<file path="config.mk">
export PLATFORM = sky130hd
export DESIGN_NAME = mem_port_arbiter
export DESIGN_NICKNAME = d
export VERILOG_FILES = /design/src/rtl/mem_port_arbiter.sv
export SDC_FILE = /design/constraint.sdc
export NUM_CORES = 1
export LEC_CHECK = 0
export BUFFER_PORTS_ARGS = -buffer_cell sky130_fd_sc_hd__buf_2
export CAP_MARGIN = 20
export CORE_ASPECT_RATIO = 1.25
export CORE_UTILIZATION = 25
export CTS_BUF_LIST = sky130_fd_sc_hd__clkbuf_8
export DETAILED_ROUTE_END_ITERATION = 7
export GPL_ROUTABILITY_DRIVEN = 0
export PLACE_DENSITY = 0.52
export SYNTH_ARGS = -nofsm -noshare
export SYNTH_HDL_FRONTEND = slang
export SYNTH_SLANG_ARGS = --single-unit
</file>
<file path="constraint.sdc">
create_clock -name clk -period 2.2 [get_ports clk]
set_clock_uncertainty 0.1 [all_clocks]
set_input_delay 0.11 -clock clk [delete_from_list [all_inputs] [get_ports clk]]
set_output_delay 0.11 -clock clk [all_outputs]
set_load 0.005 [all_outputs]
</file>
<file path="src/rtl/mem_port_arbiter.sv">
// Round-robin arbiter sharing one synchronous-read memory port between an
// instruction-fetch requester (port 0) and a load/store requester (port 1).
module mem_port_arbiter #(
  parameter int DATA_W  = 32,
  parameter int ADDR_W  = 32,
  parameter int MEM_LAT = 1
) (
  input  logic              clk,
  input  logic              rst,
  input  logic              req0,
  input  logic              req1,
  input  logic              we0,
  input  logic              we1,
  input  logic [ADDR_W-1:0] addr0,
  input  logic [ADDR_W-1:0] addr1,
  input  logic [DATA_W-1:0] wdata0,
  input  logic [DATA_W-1:0] wdata1,
  output logic              done0,
  output logic              done1,
  output logic [DATA_W-1:0] rdata0,
  output logic [DATA_W-1:0] rdata1,
  output logic              sel,
  output logic              mem_en,
  output logic              mem_we,
  output logic [ADDR_W-1:0] mem_addr,
  output logic [DATA_W-1:0] mem_wdata,
  input  logic [DATA_W-1:0] mem_rdata,
  output logic              busy
);

  typedef enum logic [1:0] {S_IDLE, S_ISSUE, S_WAIT, S_DONE} state_t;

  localparam logic [3:0] LAT_CNT = 4'(MEM_LAT);

  state_t            state, state_nxt;
  logic              sel_q, last_gnt;
  logic [3:0]        cnt;
  logic [DATA_W-1:0] rdata0_q, rdata1_q;
  logic              any_req, win, cur_we, wait_exit;

  // On a conflict the port not granted last wins.
  assign any_req   = req0 | req1;
  assign win       = (req0 & req1) ? ~last_gnt : req1;
  assign cur_we    = sel_q ? we1 : we0;
  assign wait_exit = (cnt == 4'd1);

  always_ff @(posedge clk) begin
    if (rst) state <= S_IDLE;
    else     state <= state_nxt;
  end

  always_comb begin
    state_nxt = state;
    case (state)
      S_IDLE:  if (any_req) state_nxt = S_ISSUE;
      S_ISSUE: state_nxt = S_WAIT;
      S_WAIT:  if (wait_exit) state_nxt = S_DONE;
      S_DONE:  state_nxt = S_IDLE;
      default: state_nxt = S_IDLE;
    endcase
  end

  always_comb begin
    mem_en = 1'b0;
    mem_we = 1'b0;
    done0  = 1'b0;
    done1  = 1'b0;
    busy   = 1'b1;
    case (state)
      S_IDLE:  busy = 1'b0;
      S_ISSUE: begin
        mem_en = 1'b1;
        mem_we = cur_we;
      end
      S_DONE: begin
        done0 = ~sel_q;
        done1 = sel_q;
      end
      default: ;
    endcase
  end

  // Counter is loaded in ISSUE and the read is captured on the edge it hits 0.
  always_ff @(posedge clk) begin
    if (rst) begin
      sel_q    <= 1'b0;
      last_gnt <= 1'b1;
      cnt      <= 4'd0;
      rdata0_q <= '0;
      rdata1_q <= '0;
    end else begin
      case (state)
        S_IDLE: if (any_req) begin
          sel_q    <= win;
          last_gnt <= win;
        end
        S_ISSUE: cnt <= LAT_CNT;
        S_WAIT: begin
          cnt <= cnt - 4'd1;
          if (wait_exit && !cur_we) begin
            if (sel_q) rdata1_q <= mem_rdata;
            else       rdata0_q <= mem_rdata;
          end
        end
        default: ;
      endcase
    end
  end

  assign sel       = sel_q;
  assign mem_addr  = sel_q ? addr1 : addr0;
  assign mem_wdata = sel_q ? wdata1 : wdata0;
  assign rdata0    = rdata0_q;
  assign rdata1    = rdata1_q;

endmodule

</file>
==> impl_metrics.env <==
export IMPL_status="finished, violations left"
export IMPL_violations="design-rule violations"
export IMPL_synth_mux_area_share_pct=19.4
export IMPL_fill_cells=1484
export IMPL_synth_cell_types=33
export IMPL_dieArea_um2=15500
export IMPL_p_sw_share_pct=33.2
export IMPL_yosysTopAreaCellShare_pct=38.3
export IMPL_post_cts_buffers=0
export IMPL_p_seq_share_pct=34.8
export IMPL_cts_buffers=9
export IMPL_hold_violations=0
export IMPL_synth_top_area_cell="dfxtp_1"
export IMPL_power_density_nw_per_um2=698
export IMPL_switchingPower_uw=1370
export IMPL_synthTopCellsByCount="72 x dfxtp_1, 67 x a21oi_1, 67 x o21ai_0, 65 x nand3_1, 64 x mux2_2"
export IMPL_diodes=0
export IMPL_ys_flop_type="dfxtp_1"
export IMPL_row_count=49
export IMPL_drive_gt1_share_pct=53.5
export IMPL_yosys_area_share_adder_pct=2.33
export IMPL_multi_input_area_um2=2050
export IMPL_drc=18
export IMPL_cts_sinks=72
export IMPL_h_tree_depth=3
export IMPL_ir_worst_vdd_uv=321
export IMPL_clock_latency_ns=0.34
export IMPL_power_share_clock_pct=27.6
export IMPL_maxSlewViolCount=0
export IMPL_max_freq_mhz=520
export IMPL_num_vias=4415
export IMPL_syn_num_nets=598
export IMPL_coreArea_um2=14500
export IMPL_die_h_um=139
export IMPL_hp_class="in2reg"
export IMPL_seq_area_um2=1440
export IMPL_dp_cells=868
export IMPL_criticalPathCategory="reg2reg"
export IMPL_netlist_area_um2=3760
export IMPL_antenna_found_initial=0
export IMPL_rsz0062_at_grt="no"
export IMPL_synth_compound_area_share_pct=19.9
export IMPL_grt_max_degree=65
export IMPL_async_reset_ff_share_pct=0
export IMPL_end_kind="flip-flop"
export IMPL_synth_top_family_by_area="compound AO/OA/AOI/OAI gates"
export IMPL_max_slew_margin_rel_pct=59.1
export IMPL_instances_no_fill=918
export IMPL_dieWidth_um=112
export IMPL_synth_edf_count=0
export IMPL_ant_nets=0
export IMPL_post_dp_hpwl_mm=10.4
export IMPL_grt_usage_pct=17.9
export IMPL_port_buffers=299
export IMPL_fin_setup_tns_ns=0
export IMPL_ys_warn_count=0
export IMPL_leakage_uw=0.00270
export IMPL_power_frac_comb_pct=37.6
export IMPL_drt_iter0_markers=311
export IMPL_fin_crit_sh_pct=87.5
export IMPL_synth_cells=425
export IMPL_wl_per_cell_um=15.6
export IMPL_start_kind="flip-flop"
export IMPL_wl_mm=14.3
export IMPL_grt_pass1_vias=4394
export IMPL_synthXorXnorAreaFrac_pct=0
export IMPL_pin_count=300
export IMPL_synth_seq_area_share_pct=38.3
export IMPL_synth_simple_area_share_pct=12.7
export IMPL_syn_avg_cell_area_um2=8.85
export IMPL_setup_violations=0
export IMPL_cp_required_ns=2.37
export IMPL_post_route_min_period_ns=1.92
export IMPL_syn_to_final_growth_pct=57.0
export IMPL_cts_tree="built"
export IMPL_cts_root_buf="clkbuf_8"
export IMPL_power_internal_uw=2750
export IMPL_grt_overflow=0
export IMPL_crit_arrival_ns=2.09
export IMPL_cts_max_path_buffers=2
export IMPL_clkTransAtPathRegs_ns=0.07
export IMPL_yosysMostFrequentCell="dfxtp_1"
export IMPL_worst_pin_slew_ns=0.613
export IMPL_drv_cap=0
export IMPL_layout_nets=908
export IMPL_netlist_top_cells_area="dfxtp_1 38%, mux2_2 19%, a21oi_1 8.9%"
export IMPL_hold_slack_ns=0.162
export IMPL_grt_pass1_wl_mm=22.3
export IMPL_vias_per_cell=4.81
export IMPL_start_util_pct=25.9
export IMPL_ys_ff_latch=72
export IMPL_dr_pass1_iters=8
export IMPL_crit_fanout=64
==> flip-flops by register name (all words and copies together), names as in the netlist <==
register  flops
rdata1       32
last_gnt      1
sel           1
state         2
cnt           4
rdata0       32
==> cells in the final DEF, fill, tap and decap left out, types with 4 or more instances in the layout <==
master / count
clkbuf_8: 9
a21oi_1: 67
nand3_1: 65
ha_1: 7
inv_1: 9
buf_2: 299
mux2_2: 64
dlygate4sd3_1: 34
o21ai_0: 67
buf_4: 7
dfxtp_1: 71
nand2_1: 4
==> metrics by stage <==
step | setup slack, ns | util [%] | power [uW] | instance area, um^2
6_report | 0.276 | 40.7 | 4120 | 5910
4_1_cts | 0.258 | 40.7 | 4180 | 5910
5_1_grt | 0.0436 | 40.7 | 4390 | 5910
3_5_place_dp | 0.282 | 36.9 | 2970 | 5360
3_3_place_gp | 0.339 | 36.9 | 2940 | 5360
2_1_floorplan | 0.612 | - | 2380 | 3760
==> power by group through the flow <==
stage          combinational [uW]  clock [uW]  sequential (uW)
2_1_floorplan                 933           0             1450
3_3_place_gp                 1480           0             1460
3_5_place_dp                 1510           0             1460
4_1_cts                      1570        1180             1430
5_1_grt                      1690        1240             1450
6_report                     1550        1140             1430
==> critical path, stage by stage, from the launching register on <==
cell and delay, ns:
dfxtp_1 0.36, inv_1 0.10, ha_1 0.32, nand4bb_2 0.13, buf_4 0.46, o21ai_0 0.18
a21oi_1 0.17
==> per-layer routing <==
layer | part of all wire [%] | vias to the layer above | global-route usage [%]
met5 | 0 | - | 0
met4 | 1.7 | 0 | 5.48
met3 | 6.0 | 20 | 2.93
met1 | 44 | 2044 | 22.6
met2 | 48 | 203 | 31.0
li1 | - | 2148 | -
==> path summary, 6_finish.rpt <==
kind	cells past startpoint	endpoint	startpoint	slack (ns)
min reg2reg	2	rdata0[0]	rdata0[0]	0.37
max	6	rdata1[26]	state[0]	0.28
min	2	sel	rst	0.16
max reg2reg	6	rdata1[26]	state[0]	0.28
==> kinds of logic (layout without fill, tap and decap cells) <==
logic type,after synthesis,count (layout)
adders and majority gates,7,7
muxes,65,65
DFF,72,72
buffers and inverters,51,366
AOI/OAI and AO/OA,141,141
and+or+nand+nor,89,89
==> repair_timing <==
| action | CTS | global route |
|---|---|---|
| gates resized for setup | 0 | 0 |
| hold endpoints to repair | 66 | 0 |
| hold buffers | 34 | 0 |
==> layout make-up <==
cell class              instances  area share (%)
clock buffers                   9            2.10
repair buffers                343            33.0
multi-input cells             302            34.8
well taps                     178            3.77
inverters                       7           0.445
flip-flops and latches         72            24.4
clock inverters                 7            1.50
Note: power is estimated with default switching activity, not from simulation.
